[config.mk]
export PLATFORM = sky130hd
export DESIGN_NAME = seg7_scan_reader
export DESIGN_NICKNAME = d
export VERILOG_FILES = /design/src/rtl/seg7_pkg.sv /design/src/rtl/seg7_pattern_decode.sv /design/src/rtl/seg7_scan_reader.sv
export SDC_FILE = /design/constraint.sdc
export NUM_CORES = 1
export LEC_CHECK = 0
export CORE_MARGIN = 3
export CORE_UTILIZATION = 35
export DETAILED_ROUTE_END_ITERATION = 16
export PLACE_DENSITY_LB_ADDON = 0.08
export SLEW_MARGIN = 5
export SYNTH_ARGS = -nofsm -noshare
export SYNTH_HDL_FRONTEND = slang
export SYNTH_SLANG_ARGS = --single-unit
[constraint.sdc]
create_clock -name clk -period 2.9 [get_ports clk]
set_input_delay 0.29 -clock clk [delete_from_list [all_inputs] [get_ports clk]]
set_output_delay 0.29 -clock clk [all_outputs]
set_load 0.02 [all_outputs]
[src/rtl/seg7_pkg.sv]
// Shared segment patterns and the decoded-digit record for the 7-segment
// readback path. Segment order is bit6..bit0 = g..a, active-high.
package seg7_pkg;

    localparam logic [6:0] SEG_0     = 7'h3F;
    localparam logic [6:0] SEG_1     = 7'h06;
    localparam logic [6:0] SEG_2     = 7'h5B;
    localparam logic [6:0] SEG_3     = 7'h4F;
    localparam logic [6:0] SEG_4     = 7'h66;
    localparam logic [6:0] SEG_5     = 7'h6D;
    localparam logic [6:0] SEG_6     = 7'h7D;
    localparam logic [6:0] SEG_7     = 7'h07;
    localparam logic [6:0] SEG_8     = 7'h7F;
    localparam logic [6:0] SEG_9     = 7'h6F;
    localparam logic [6:0] SEG_A     = 7'h77;
    localparam logic [6:0] SEG_B     = 7'h7C;
    localparam logic [6:0] SEG_C     = 7'h39;
    localparam logic [6:0] SEG_D     = 7'h5E;
    localparam logic [6:0] SEG_E     = 7'h79;
    localparam logic [6:0] SEG_F     = 7'h71;
    localparam logic [6:0] SEG_BLANK = 7'h00;
    // All segments plus dp lit: the driver's lamp-test pattern
    localparam logic [7:0] SEG_LT    = 8'hFF;

    typedef struct packed {
        logic [3:0] hex;
        logic       blank;
        logic       err;
        logic       lt;
        logic       dp;
    } seg7_dec_t;

endpackage

[src/rtl/seg7_pattern_decode.sv]
// Combinational inverse of the hex-to-segment encoder: one 8-bit bus
// pattern in, one decoded digit record out.
module seg7_pattern_decode
    import seg7_pkg::*;
(
    input  logic [7:0] seg,
    output seg7_dec_t  dec
);

    // Lamp test takes priority; otherwise look the g..a pattern up
    always_comb begin
        dec       = '0;
        dec.dp    = seg[7];
        if (seg == SEG_LT) begin
            dec.hex = 4'h8;
            dec.lt  = 1'b1;
        end else begin
            case (seg[6:0])
                SEG_0:     dec.hex = 4'h0;
                SEG_1:     dec.hex = 4'h1;
                SEG_2:     dec.hex = 4'h2;
                SEG_3:     dec.hex = 4'h3;
                SEG_4:     dec.hex = 4'h4;
                SEG_5:     dec.hex = 4'h5;
                SEG_6:     dec.hex = 4'h6;
                SEG_7:     dec.hex = 4'h7;
                SEG_8:     dec.hex = 4'h8;
                SEG_9:     dec.hex = 4'h9;
                SEG_A:     dec.hex = 4'hA;
                SEG_B:     dec.hex = 4'hB;
                SEG_C:     dec.hex = 4'hC;
                SEG_D:     dec.hex = 4'hD;
                SEG_E:     dec.hex = 4'hE;
                SEG_F:     dec.hex = 4'hF;
                SEG_BLANK: dec.blank = 1'b1;
                default:   dec.err = 1'b1;
            endcase
        end
    end

endmodule

[src/rtl/seg7_scan_reader.sv]
// Watches a multiplexed 7-segment bus, samples each digit once its select
// has been stable for SETTLE cycles, and presents a full frame of decoded
// digits on a valid/ready output.
//
// Output handshake: out_valid with all out_* data is held stable until a
// cycle where out_valid && out_ready; the frame is consumed on that edge.
// A frame completing while the previous one is still unconsumed is dropped
// and flagged by a one-cycle overrun pulse.
module seg7_scan_reader
    import seg7_pkg::*;
#(
    parameter int NDIG   = 4,
    parameter int SETTLE = 4
) (
    input  logic                clk,
    input  logic                rst,
    input  logic [7:0]          seg,
    input  logic [NDIG-1:0]     dig_sel,
    input  logic                out_ready,
    output logic                out_valid,
    output logic [4*NDIG-1:0]   out_hex,
    output logic [NDIG-1:0]     out_blank,
    output logic [NDIG-1:0]     out_dp,
    output logic [NDIG-1:0]     out_err,
    output logic                out_lt,
    output logic                overrun
);

    localparam int           DW       = $clog2(SETTLE + 1);
    localparam logic [DW-1:0] SETTLE_V = DW'(SETTLE);

    seg7_dec_t          dec;
    logic [DW-1:0]      dwell_q, dwell_cur;
    logic [NDIG-1:0]    prev_sel;
    logic [NDIG-1:0]    seen;
    logic [4*NDIG-1:0]  sh_hex;
    logic [NDIG-1:0]    sh_blank, sh_err, sh_dp, sh_lt;
    logic               onehot, sel_change, capture, frame_done;
    logic [4*NDIG-1:0]  frm_hex;
    logic [NDIG-1:0]    frm_blank, frm_err, frm_dp, frm_lt;

    seg7_pattern_decode u_dec (
        .seg (seg),
        .dec (dec)
    );

    // Dwell for the current cycle; a capture fires only on the cycle the
    // count first lands on SETTLE (a fresh select counts as landing too)
    always_comb begin
        onehot     = (dig_sel != '0) && ((dig_sel & (dig_sel - NDIG'(1))) == '0);
        sel_change = (dig_sel != prev_sel);
        dwell_cur  = '0;
        if (!onehot)
            dwell_cur = '0;
        else if (sel_change)
            dwell_cur = DW'(1);
        else if (dwell_q == SETTLE_V)
            dwell_cur = SETTLE_V;
        else
            dwell_cur = dwell_q + DW'(1);
        capture    = (dwell_cur == SETTLE_V) && (sel_change || (dwell_q != SETTLE_V));
        frame_done = capture && ((seen | dig_sel) == '1);
    end

    // Frame image with the digit being captured this cycle merged in
    always_comb begin
        frm_hex   = sh_hex;
        frm_blank = sh_blank;
        frm_err   = sh_err;
        frm_dp    = sh_dp;
        frm_lt    = sh_lt;
        for (int i = 0; i < NDIG; i++) begin
            if (dig_sel[i]) begin
                frm_hex[4*i +: 4] = dec.hex;
                frm_blank[i]      = dec.blank;
                frm_err[i]        = dec.err;
                frm_dp[i]         = dec.dp;
                frm_lt[i]         = dec.lt;
            end
        end
    end

    // Dwell counter and select history
    always_ff @(posedge clk or posedge rst) begin
        if (rst) begin
            dwell_q  <= '0;
            prev_sel <= '0;
        end else begin
            dwell_q  <= dwell_cur;
            prev_sel <= dig_sel;
        end
    end

    // Shadow capture and seen mask; seen restarts whenever a frame completes
    always_ff @(posedge clk or posedge rst) begin
        if (rst) begin
            seen     <= '0;
            sh_hex   <= '0;
            sh_blank <= '0;
            sh_err   <= '0;
            sh_dp    <= '0;
            sh_lt    <= '0;
        end else if (capture) begin
            sh_hex   <= frm_hex;
            sh_blank <= frm_blank;
            sh_err   <= frm_err;
            sh_dp    <= frm_dp;
            sh_lt    <= frm_lt;
            seen     <= frame_done ? '0 : (seen | dig_sel);
        end
    end

    // Output frame registers, handshake and overrun pulse
    always_ff @(posedge clk or posedge rst) begin
        if (rst) begin
            out_valid <= 1'b0;
            out_hex   <= '0;
            out_blank <= '0;
            out_dp    <= '0;
            out_err   <= '0;
            out_lt    <= 1'b0;
            overrun   <= 1'b0;
        end else begin
            overrun <= 1'b0;
            if (frame_done && (!out_valid || out_ready)) begin
                out_valid <= 1'b1;
                out_hex   <= frm_hex;
                out_blank <= frm_blank;
                out_dp    <= frm_dp;
                out_err   <= frm_err;
                out_lt    <= |frm_lt;
            end else if (frame_done) begin
                overrun <= 1'b1;
            end else if (out_valid && out_ready) begin
                out_valid <= 1'b0;
            end
        end
    end

endmodule
Yosys cells after proc, flatten, opt, wreduce, memory -nomap -nowiden
Cells that the tools add are included.

Flip-flop bits (word level): 74. Bits of input ports: 15. Output and inout bits: 31.

$add $sub $neg: 2. Eq/ne operators: 23. Mux-type cells: 35. Bitwise gates (word level): 2. Reductions and logical operators: 15.

Operator list (number): equality test 7 bit, second input constant (12); case mux 4 bit (15 select lines) (1); 2-to-1 mux 1 bit (24); 2-to-1 mux 4 bit (6); OR reduction 17 bit (1); equality test 7 x 3 -> 1 bit, second input constant (2); equality test 7 x 6 -> 1 bit, second input constant (2); 2-to-1 mux 3 bit (3); equality test 8 bit, second input constant (1); logical NOT 7 bit (1); equality test 3 bit, second input constant (2); logical AND 1 bit (5); bitwise AND 4 bit (1); equality test 4 bit, second input constant (1); logical NOT 4 bit (1); != test 4 bit (1); OR 4 bit (1); nonzero test 4 bit (1); OR reduction 4 bit (1); subtractor 4 x 1 -> 4 bit, second input constant (1); adder 3 x 1 -> 3 bit, second input constant (1); != test 3 bit, second input constant (1); logical OR 1 bit (2); 2-to-1 mux 2 bit (1); other kinds (4) (4).

Depth between registers and ports, before layout
Gate-level depths: netlist (run 1).

Depth in word-level cells: 11. Gate-level depth with buffers: 10.

By module
From an unflattened synthesis (run 1), not the netlist that was laid out.

Cells, all modules: 286. Area total of the unflattened synthesis: 3736.1 µm².

By module, submodules not included: seg7_scan_reader (times used 1, cells an instance 226, area each 3331.9 µm², seq. area each 1851.8 µm²); seg7_pattern_decode (times used 1, cells an instance 60, area each 404.1 µm², seq. area each 0.0 µm²).

Worst setup path after synthesis (run 1)
No wires, ideal clock.

Kind: input-to-reg. Start: input dig_sel[1]. End: register out_blank[0]. Setup time: 0.132 ns. Arrival time: 1.878 ns. Data required time: 2.768 ns. Slack: 0.889 ns. Stages: 9. Path buffers: 4. Cells stage by stage: buf_2 -> nor4b_2 -> a211oi_1 -> or4_1 -> clkbuf_1 -> buf_2 -> buf_2 -> nand2_1 -> o21ai_1.

Cells in the longest elaborated chain, start to end: 9.

Ends and longest elaborated chain: from (decl) (line seg7_scan_reader.sv:18) `input logic [NDIG-1:0] dig_sel,`; subtractor 4 x 1 -> 4 bit (line seg7_scan_reader.sv:50) `onehot = (dig_sel != '0) && ((dig_sel & (dig_sel - NDIG'(1))) == '0);`; bitwise AND 4 bit (line seg7_scan_reader.sv:50); logical NOT 4 bit (line seg7_scan_reader.sv:50); logical AND 1 bit (line seg7_scan_reader.sv:50); 2-to-1 mux 3 bit (line seg7_scan_reader.sv:53) `if (!onehot)`; equality test 3 bit (line seg7_scan_reader.sv:61) `capture = (dwell_cur == SETTLE_V) && (sel_change || (dwell_q != SETTLE_V));`; logical AND 1 bit (line seg7_scan_reader.sv:61); logical AND 1 bit * (line seg7_scan_reader.sv:62) `frame_done = capture && ((seen | dig_sel) == '1);`; logical AND 1 bit * (line seg7_scan_reader.sv:125) `if (frame_done && (!out_valid || out_ready)) begin`; to (signal assigned) (line seg7_scan_reader.sv:128) `out_blank <= frm_blank;`; to (decl) (line seg7_scan_reader.sv:22) `output logic [NDIG-1:0] out_blank,`.

Mark *: on every way between the ends. The rest lies on a longest branch, timed or not. A chain may end at the register's enable or synchronous reset.

Final worst setup path (run 1)
Start: input dig_sel[2]. End: register out_hex[14].

Cells in the longest elaborated chain, start to end: 9.

Ends and longest elaborated chain: subtractor 4 x 1 -> 4 bit (line seg7_scan_reader.sv:50); bitwise AND 4 bit (line seg7_scan_reader.sv:50); logical NOT 4 bit (line seg7_scan_reader.sv:50); logical AND 1 bit (line seg7_scan_reader.sv:50); 2-to-1 mux 3 bit (line seg7_scan_reader.sv:53); equality test 3 bit (line seg7_scan_reader.sv:61); logical AND 1 bit (line seg7_scan_reader.sv:61); logical AND 1 bit * (line seg7_scan_reader.sv:62); logical AND 1 bit * (line seg7_scan_reader.sv:125); to (signal assigned) (line seg7_scan_reader.sv:127) `out_hex <= frm_hex;`; to (decl) (line seg7_scan_reader.sv:21) `output logic [4*NDIG-1:0] out_hex,`.

Marks and branches as above.

==> out/metrics.cfg, run 1 <==
[cts]
cts_tree = yes
ctsResizeCount = 0
numCtsBuffers = 9
insertion_delay_ns = 0.34
post_cts_buffers = 0
cts_max_level = 3
path_clk_slew_ns = 0.08
clock-sinks = 74
cts_hold_buf = 0
clock_path_buffers = 2
root_buffer = clkbuf_8

[routing]
via_per_inst = 4.99
drtAntennaViolNets = 0
vias = 2540
routedWlPerCell_um = 16.2
first_iter_violations = 162
drc = 0
finalWirelength_um = 8250
drt_first_pass_iters = 4

[floorplan]
start_util = 0.361
rows = 36
core_area_um2 = 9820
die_x_um = 107
dieArea_um2 = 11400
floorplan.io_pins = 46
die_y_um = 107

[synthesis]
synth_flop_cell = dfrtp_1
synth-async-reset-ratio = 1.00
synth-seq-cells = 74
syn_avg_cell_area_um2 = 11.1
synthesis.instances = 319
synth_edf_count = 0
synth.distinct_cells = 47
yosys_warnings = 0
synth.cell_area_um2 = 3540
synth-seq-area-share = 0.523
syn-num-nets = 336

[power_and_ir_drop]
p_total_mw = 1.97
max-vdd-ir-drop_mv = 0.165
p_per_area_nw_per_um2 = 445
leakage_nw = 2.09

[timing]
worst_hold_slack_ns = 0.361
maxSlewHeadroom = 0.562
finalHoldViolCount = 0
finalMaxSlewViolations = 0
fmax_ghz = 0.405
worst_pin_slew_ns = 0.655
setup_viol = 0
tns_ns = 0
period_share = 0.852
finalCriticalPeriod_ns = 2.47
rsz0062_at_grt = false
worst_slack_ns = 0.428
skew_ns = 0.00677

[worst_setup_path]
end_kind = flip-flop
max_stage_delay_ns = 0.68
critPathTopFamily = buffers and inverters
cp_max_fo = 40
startpoint_type = input pin
path_buf_inv = 3
crit_type = input pin to flip-flop
arrival_ns = 2.76
path_cells = clkdlybuf4s50_1, inv_1, a221o_1, or4_2, buf_12, a311oi_1, a21o_1
cp.required_ns = 3.19
slowest_stage = clkdlybuf4s50_1

[global_route]
grt_antenna_before_repair = 0
grt_pass1_wl_um = 13800
grt-ovfl-total = 0
grt_pass1_vias = 2568
grt_util_all_layers = 0.157
grt_max_degree = 46

[placed_design]
dp_hpwl_um = 5920
io_buffers = 45
place_congestion = 0.806
place_ws_ns = 0.0981

[layout]
fill_cells = 973
diodes = 0
area_delta_synth_final_pct = 24.7
multi_input_area_um2 = 1550
final_net_count = 388
drive_gt1_frac = 0.199
register_area_um2 = 1850

[min_path]
hp-class = input pin to async pin

[run_status]
status = complete, no violations

[job]
maxCapViolCount = 0

-- layout by cell type, fill, tap and decap left out, types with 8 or more instances in the layout --
cell type and count:
dfrtp_1 74, clkdlybuf4s50_1 45, mux2_2 32, nand2_1 27
mux2i_1 20, nor2_1 17, o21ai_1 17, buf_4 17
inv_1 11, clkbuf_8 9, a311oi_1 8, a21o_1 8
-- worst paths after layout --
check,startpoint,end,slack (ns),cells after the start
max,dig_sel[2],out_hex[14],0.43,7
min,rst,out_hex[9],0.36,2
max reg2reg,dwell_q[0],out_hex[14],0.57,8
min reg2reg,out_dp[2],out_dp[2],0.49,2
max in group asynchronous,rst,sh_hex[15],1.86,3
min in group clk,out_dp[2],out_dp[2],0.49,2
-- layout make-up --
| class | count | share of cell area |
|---|---|---|
| clock inverter | 6 | 0.0130 |
| multi-input combinational | 210 | 0.351 |
| inverter | 12 | 0.0102 |
| tap | 133 | 0.0377 |
| sequential | 74 | 0.419 |
| timing repair buffer | 64 | 0.140 |
| clock buffer | 10 | 0.0289 |
-- flip-flops by register name, indices dropped and copies added (netlist names), 4 cells and up --
signal / cells
sh_blank: 4
sh_dp: 4
sh_hex: 16
seen: 4
sh_err: 4
sh_lt: 4
out_dp: 4
out_hex: 16
out_blank: 4
out_err: 4
prev_sel: 4
-- synthesized netlist by cell type (2+ instances only) --
master | n | area, um^2
a21boi_0 | 4 | 30.0
xor2_1 | 3 | 26.3
a21oi_1 | 3 | 15.0
nand4bb_1 | 2 | 22.5
o22ai_1 | 3 | 18.8
nor2_1 | 17 | 63.8
nand2b_1 | 4 | 25.0
o31ai_1 | 4 | 30.0
nand2_1 | 27 | 101
a211oi_1 | 2 | 15.0
mux2_2 | 32 | 360
a21o_1 | 8 | 60.1
or4_1 | 2 | 15.0
nor3b_1 | 2 | 15.0
nand3_1 | 7 | 35.0
nor4_1 | 2 | 12.5
ha_1 | 2 | 25.0
a311oi_1 | 8 | 70.1
xnor2_1 | 4 | 35.0
nand3b_1 | 2 | 15.0
o211ai_1 | 3 | 22.5
nor3_1 | 2 | 10.0
a22o_1 | 2 | 17.5
buf_2 | 7 | 35.0
o21ai_0 | 3 | 15.0
or3b_2 | 2 | 17.5
inv_1 | 12 | 45.0
nand4_1 | 3 | 18.8
o21ai_1 | 17 | 85.1
clkbuf_1 | 15 | 56.3
nor2b_1 | 6 | 37.5
mux2i_1 | 20 | 200
nor4b_2 | 2 | 30.0
dfrtp_1 | 74 | 1850
-- through the flow --
| step | instances | area, um^2 | utilization |
|---|---|---|---|
| after floorplan | 319 | 3540 | - |
| after global placement | 493 | 4230 | 0.431 |
| after detailed placement | 493 | 4230 | 0.431 |
| after CTS | 509 | 4420 | 0.450 |
| after global routing | 509 | 4420 | 0.450 |
| final | 509 | 4420 | 0.450 |
-- routing by layer --
layer	routed length [um]	GRT usage
met5	0	0
met4	66	0.0438
met3	242	0.0295
met2	4040	0.252
met1	3900	0.218
-- cell families (layout without fill, tap and decap cells) --
group                      after synthesis  after routing  share of synthesized area
adders and majority gates                2              2                    0.00706
muxes                                   52             52                      0.158
xor gates and xnor gates                 7              7                     0.0173
DFF                                     74             74                      0.523
AOI/OAI and AO/OA                       63             63                      0.123
and+or+nand+nor                         86             86                      0.132
buffers and inverters                   35             92                     0.0396
-- power breakdown --
group / switching [mW] / total, mW / internal, mW
combinational: 0.0947 / 0.157 / 0.0623
sequential: 0.00316 / 1.04 / 1.04
clock: 0.378 / 0.770 / 0.392
Note: power is estimated with default switching activity, not from simulation.
==> inputs of run 2 (changes only) <==
- CTS_BUF_LIST: unset -> sky130_fd_sc_hd__clkbuf_16
- DONT_BUFFER_PORTS: unset -> 1
- SETUP_SLACK_MARGIN: unset -> 0.4
==> out/metrics.cfg, run 2 (synthesis gave the netlist of run 1 again) <==
[run_status]
status = complete, no violations

[worst_setup_path]
slowest_stage = or4_2
r2r_slack_ns = 0.58
cp_max_fo = 40
max_stage_delay_ns = 0.56
r2r-end = out_hex[6]
critPathTopFamily = simple AND/OR/NAND/NOR gates
path_cells = inv_1, ha_1, nor3b_1, o211ai_1, or4_2, buf_4, a311oi_1, a21o_1
path_buf_inv = 2
crit_type = flip-flop to flip-flop
worstReg2RegStart = dwell_q[0]
rr_worst_depth = 8
cp.required_ns = 3.17
end_kind = flip-flop
startpoint_type = flip-flop
arrival_ns = 2.59

[routing]
first_iter_violations = 66
drtAntennaViolNets = 0
vias = 2318
routedWlPerCell_um = 17.6
drc = 0
drt_first_pass_iters = 5
via_per_inst = 5.11
finalWirelength_um = 7980

[global_route]
grt_util_all_layers = 0.148
grt_pass1_wl_um = 13000
grt-ovfl-total = 0
grt_max_degree = 75
grt_antenna_before_repair = 0
grt_pass1_vias = 2328

[timing]
tns_ns = 0
worst_slack_ns = 0.577
finalMaxSlewViolations = 0
period_share = 0.801
fmax_ghz = 0.430
finalHoldViolCount = 0
finalCriticalPeriod_ns = 2.32
setup_viol = 0
rsz0062_at_grt = false
maxSlewHeadroom = 0.356
worst_pin_slew_ns = 0.965
skew_ns = 0.00981

[layout]
instances_no_fill = 454
fill_cells = 992
final_net_count = 333
area_delta_synth_final_pct = 12.5
drive_gt1_frac = 0.193
final_core_util = 0.406
final_area_um2 = 3990
mostFrequentLayoutCells = 74 x dfrtp_1, 32 x mux2_2, 27 x nand2_1, 20 x mux2i_1
top_regs = out_hex (16), sh_hex (16)
final_common_cell = dfrtp_1
diodes = 0

[cts]
cts_tree = yes
cts_max_level = 3
clock_path_buffers = 2
numCtsBuffers = 9
clock-sinks = 74
ctsResizeCount = 0
path_clk_slew_ns = 0.06
insertion_delay_ns = 0.33
root_buffer = clkbuf_16

[placed_design]
place_ws_ns = 0.575
dp_hpwl_um = 5200
placed_cell_area_um2 = 3650
placed_cells = 434
io_buffers = 0
place_congestion = 0.749

[floorplan]
die_x_um = 107
dieArea_um2 = 11400
rows = 36
core_area_um2 = 9820
floorplan.io_pins = 46
start_util = 0.361
die_y_um = 107

[power_and_ir_drop]
max-vdd-ir-drop_mv = 0.268
p_per_area_nw_per_um2 = 558
leakage_nw = 1.92

[job]
maxCapViolCount = 0

[min_path]
hp-class = input pin to async pin

-- run 2: how the worst max path moves through the flow --
stage	start	end	slack (ns)	cells past startpoint
6_report	dwell_q[0]	out_hex[6]	0.58	8
5_1_grt	dwell_q[0]	out_hex[4]	0.41	8
3_5_place_dp	dwell_q[0]	out_hex[6]	0.58	8
2_1_floorplan	rst	dwell_q[0]	0.73	1
3_3_place_gp	dwell_q[0]	out_hex[4]	0.66	8
4_1_cts	dwell_q[0]	out_hex[6]	0.56	8
-- run 2: through the flow --
| stage | total power, mW | hold slack [ns] |
|---|---|---|
| after global placement | 1.15 | 0.323 |
| after CTS | 2.26 | 0.104 |
| after global routing | 2.31 | 0.103 |
| after floorplan | 1.15 | 0.321 |
| after detailed placement | 1.15 | 0.322 |
| final | 2.22 | 0.116 |
-- run 2: routing by layer --
layer	GRT usage	vias to the layer above	part of all wire
li1	-	1130	-
met3	0.0361	9	0.047
met5	0	-	0
met4	0.0621	0	0.018
met1	0.200	1128	0.48
met2	0.229	51	0.45
-- run 2: final cells by class --
class                   count  area (um^2)  area share
repair buffers              9         77.6      0.0195
clock inverters             7         68.8      0.0173
well taps                 133          166      0.0417
flip-flops and latches     74         1850       0.465
inverters                  12         45.0      0.0113
multi-input cells         210         1550       0.389
clock buffers               9          225      0.0565
-- run 2: worst register-to-register path: cells and delay by family (launching register included) --
family                   cells  cell delay [ns]
AND/OR/NAND/NOR              2             0.80
AO/OA/AOI/OAI                3             0.54
flip-flops                   1             0.37
buffers and inverters        2             0.34
adder cells (fa/ha/maj)      1             0.21
-- run 2: timing repair --
item | 4_1_cts | 5_1_grt
setup buffers | 0 | 0
hold endpoints to repair | 4 | 0
hold buffers | 4 | 0
-- run 2: power breakdown --
| part | switching, mW | total, mW | internal, mW |
|---|---|---|---|
| clock network | 0.426 | 1.09 | 0.664 |
| logic | 0.0531 | 0.0917 | 0.0386 |
| registers | 0.00271 | 1.04 | 1.04 |
==> edit 1 (settings of run 2) <==
Reset style: synchronous (`rst`), changed in 3 clocked blocks.
--- a/src/rtl/seg7_scan_reader.sv
+++ b/src/rtl/seg7_scan_reader.sv
@@ -82,5 +82,5 @@
 
     // Dwell counter and select history
-    always_ff @(posedge clk or posedge rst) begin
+    always_ff @(posedge clk) begin
         if (rst) begin
             dwell_q  <= '0;
@@ -93,5 +93,5 @@
 
     // Shadow capture and seen mask; seen restarts whenever a frame completes
-    always_ff @(posedge clk or posedge rst) begin
+    always_ff @(posedge clk) begin
         if (rst) begin
             seen     <= '0;
@@ -112,5 +112,5 @@
 
     // Output frame registers, handshake and overrun pulse
-    always_ff @(posedge clk or posedge rst) begin
+    always_ff @(posedge clk) begin
         if (rst) begin
             out_valid <= 1'b0;
Behaviour: no difference found for any inputs over 10 cycles, from zero or initial values and one cycle with rst high; that may be too few to reach the edited logic, so the function may still have changed.
==> edit 1 against run 2 <==
- sequential cell count did not move
- fmax rose by 5.4%
- routed wire length rose by 31%
- synthesized cell count rose by 36%
- cell count rose by 22%
- core utilization fell by 0.73 points
- power rose by 4.8%
- area after synthesis rose by 7.1%
- design area rose by 4.2%
- worst setup slack improved by 0.12 ns
- critical path type unchanged
- critical endpoint is now out_err[1]
==> edit 1: results (changes against run 2) <==
Crit-path max FO: 21 (-48%)
Placed instance area: 3840 µm² (+5.2%)
M1 GR Usage: 0.256 (+0.0561)
FF-to-FF Start: dwell_q[0]
Layout fillers: 1,082 (+9.1%)
Hold Slack: 0.0213 ns (-0.0950 ns)
Wire length on met3: 488 µm (+31%)
Top post-synthesis cells by count: dfxtp_1 (74), nor2_1 (62), clkbuf_1 (26), nand4_1 (25), inv_1 (20)
Ys async rst share: 0 (-1.00)
Vias in the first global route: 2,931 (+26%)
VDD IR max: 298 µV (+11%)
DR pass1 iterations: 4 (-1)
First-pass GRT wire length: 16,400 µm (+27%)
Count of different cell masters after synthesis: 58 (+23%)
Min-Delay Path Class: input port to flop
DIE AREA: 12,100 µm² (+6.7%)
ClkCell Share: 0.0747 (+0.000961)
Met3 Use GR: 0.0460 (+0.00989)
Nets: 429 (+29%)
Outcome: completed
Gate power share: 0.054 (+0.013)
DR WL/cell: 19.0 µm (+7.9%)
Initial DRC count: 181 (+170%)
Synth area leaders: dfxtp_1 (39%), nor2_1 (6.1%), nand4_1 (4.1%)
Switching share of power: 0.221 (+0.00428)
Syn_nets: 450 (+34%)
GRT Resource Usage Total: 0.179 (+0.0308)
Multi-input logic cell count: 295 (+40%)
Non-clock buffer share: 0.0247 (+0.00525)
Dpl ws: 0.686 ns (+0.110 ns)
Sequential share of the synthesized area: 0.390 (-0.132)
Gpl congestion: 0.744 (-0.73%)
Post-Synth Adder-Cell Area: 0.00659 (-0.000471)
Multi-input logic area: 2010 µm² (+30%)
Dpl hpwl: 7010 µm (+35%)
Fraction of area in registers: 0.357 (-0.108)
Layout cells sized above 1: 0.137 (-0.0565)
Xor and xnor area share after synthesis: 0.0138 (-0.00346)
Post-Syn Area per Cell: 8.76 µm² (-21%)
Worst clock skew: 0.00415 ns (-0.00566 ns)
## edit 1: changes by cell type after synthesis, moves of 10 or more
cell / delta
dfxtp_1: +74
o32ai_1: +10
dfrtp_1: -74
clkbuf_1: +11
a21oi_1: +14
a211oi_1: +16
mux2_2: -24
nor2_1: +45
nand4_1: +22
nand2_1: -12
o21ai_1: -16
## edit 1: worst max-delay path by stage
stage                from          to  slack (ns)  cells past startpoint
2_1_floorplan  dwell_q[0]  out_err[2]        0.97                      8
3_3_place_gp   dwell_q[0]  out_err[2]        0.73                      8
3_5_place_dp   dwell_q[0]  out_err[1]        0.69                      8
4_1_cts        dwell_q[0]  out_err[1]        0.68                      8
5_1_grt        dwell_q[0]  out_err[1]        0.45                      8
6_report       dwell_q[0]  out_err[1]        0.69                      8
## edit 1: worst max-delay path, cell delays in order (launching register included)
cell and delay (ns):
dfxtp_1 0.37, inv_1 0.06, ha_1 0.21, nor3b_1 0.25
o21a_1 0.20, nand2_1 0.27, nor3_2 0.26, buf_4 0.32
a311oi_1 0.14
==> edit 2 (flow settings as in run 2) <==
Made on the original files. `SETTLE`: 4 -> 8.
--- a/src/rtl/seg7_scan_reader.sv
+++ b/src/rtl/seg7_scan_reader.sv
@@ -11,5 +11,5 @@
 #(
     parameter int NDIG   = 4,
-    parameter int SETTLE = 4
+    parameter int SETTLE = 8
 ) (
     input  logic                clk,
Behaviour: no difference found for any inputs over 10 cycles, from zero or initial values and one cycle with rst high; that may be too few to reach the edited logic, so the function may still have changed.
==> edit 2 against run 2 <==
- area after synthesis rose by 7.9%
- critical endpoint is now out_hex[9]
- worst setup slack got worse by 0.0019 ns
- sequential cell count rose by 1
- power rose by 6.8%
- largest cell class unchanged
- design area rose by 7.8%
- routed wire length rose by 7.3%
- non-clock buffer count fell by 1
- fmax barely moved
==> edit 2: results (changes against run 2) <==
Outcome: completed
DR WL/cell: 18.3 µm (+4.1%)
R2R depth: 8 (unchanged)
VDD IR max: 280 µV (+4.6%)
Count of different cell masters after synthesis: 55 (+17%)
Clock root cell: clkbuf_16
Synth area leaders: dfrtp_1 (49%), mux2_2 (13%), mux2_4 (5.5%)
Via count: 2,479 (+6.9%)
Dpl hpwl: 5540 µm (+6.7%)
Initial antenna violation count: 0 (unchanged)
LEAKAGE: 2.08 nW (+8.7%)
Placed instance area: 3930 µm² (+7.5%)
CP Data Arrival Time: 2.54 ns (-0.05 ns)
Max H-tree Level: 3 (unchanged)
Min-Delay Path Class: input port to flop
Worst clock skew: 0.00981 ns (+0.00000333 ns)
Hold depth: 1
Initial DRC count: 112 (+70%)
Top post-synthesis cells by count: dfrtp_1 (75), mux2_2 (45), nor2_1 (26), inv_1 (19), a21oi_1 (18)
R2r setup slk: 0.57 ns (about the same)
Crit-path slowest cell: mux2_4
Inst Count DP: 448 (+3.2%)
Gpl congestion: 0.778 (+3.9%)
Worst slew pin tran: 0.964 ns (-0.00104 ns)
Hold Slack: 0.102 ns (-0.0144 ns)
First-pass GRT wire length: 14,100 µm (+8.9%)
Crit-path max FO: 17 (-57%)
Clk sink count: 75 (+1.4%)
Syn_nets: 344 (+2.4%)
DRT Wirelength: 8560 µm (+7.3%)
Layout cells sized above 1: 0.286 (+0.0930)
Pin count of the biggest net entering global routing: 76 (+1.3%)
Overflow after GRT: 0 (unchanged)
CP max stage delay: 0.44 ns (-0.12 ns)
Biggest regs: out_hex x16, sh_hex x16
I/O Buffers: 0 (unchanged)
Skew-Pair Late Insertion Delay: 0.33 ns (about the same)
Sequential share of the synthesized area: 0.491 (-0.0316)
DR pass1 iterations: 5 (unchanged)
Worst-path clk slew: 0.06 ns (about the same)
GRT Resource Usage Total: 0.146 (-0.00265)
Post-CTS Setup Inserts: 0 (unchanged)
Post-Syn Area per Cell: 11.7 µm² (+5.2%)
Bufs on Longest Clock Path: 2 (unchanged)
edit 2: cell count changes after synthesis, sizes merged, moves of 9 or more:
| cell | before | now |
|---|---|---|
| mux2 | 32 | 61 |
| a21oi | 3 | 18 |
| nand2 | 27 | 8 |
| nor2 | 17 | 26 |
| mux2i | 20 | 9 |
| o21ai | 20 | 1 |
edit 2: final timing paths:
path | end | from
hold reg to reg | sh_blank[2] | sh_blank[2]
setup / recovery | out_hex[9] | dwell_q[0]
setup reg to reg | out_hex[9] | dwell_q[0]
max in group asynchronous | sh_hex[8] | rst
min in group asynchronous | out_valid | rst
hold / removal | sh_dp[3] | seg[7]
edit 2: cells by family (layout without fill, tap and decap cells):
family,after synthesis,in the layout,synth area share
compound gates,51,51,0.0914
xor+xnor,7,7,0.0160
fa+ha+maj,2,2,0.00655
buf+inv,38,43,0.0439
flops,75,75,0.491
mux,70,70,0.217
simple gates,84,84,0.134
edit 2: final cells by class:
class | count | area (µm²)
fill | 1011 | 6160
sequential | 75 | 1880
multi-input combinational | 214 | 1790
clock buffer | 9 | 225
tap | 136 | 170
clock inverter | 7 | 98.8
inverter | 19 | 71.3
timing repair buffer | 8 | 70.1
edit 2: worst reg2reg max path: cells and delay by family (launching register included):
| family | cells | cell delay, ns |
|---|---|---|
| flip-flops | 1 | 0.38 |
| AND/OR/NAND/NOR | 2 | 0.51 |
| adder cells (fa/ha/maj) | 1 | 0.23 |
| AO/OA/AOI/OAI | 2 | 0.33 |
| multiplexers | 1 | 0.46 |
| buffers and inverters | 2 | 0.32 |
edit 2: power by group:
group,total (mW),switching [mW],internal (mW),leakage [nW]
combinational,0.107,0.0619,0.0449,0.949
sequential,1.05,0.00242,1.05,0.975
clock,1.21,0.454,0.760,0.158
edit 2: repair_timing:
item	in CTS	in global routing
endpoints found under the setup margin	0	8
gates resized for setup	0	1
endpoints found under the hold margin	4	0
hold buffers	4	0
edit 2: routing by layer:
| metal | GRT usage | vias to the layer above | share of wire |
|---|---|---|---|
| met3 | 0.0384 | 8 | 0.050 |
| met1 | 0.190 | 1244 | 0.45 |
| met5 | 0 | - | 0 |
| met4 | 0.0517 | 0 | 0.014 |
| met2 | 0.234 | 52 | 0.48 |
| li1 | - | 1175 | - |
edit 2: per-stage QoR:
step	setup WS [ns]	utilization
after floorplan	0.670	-
after global placement	0.532	0.375
after detailed placement	0.469	0.375
after CTS	0.460	0.410
after global routing	0.422	0.411
final	0.575	0.411
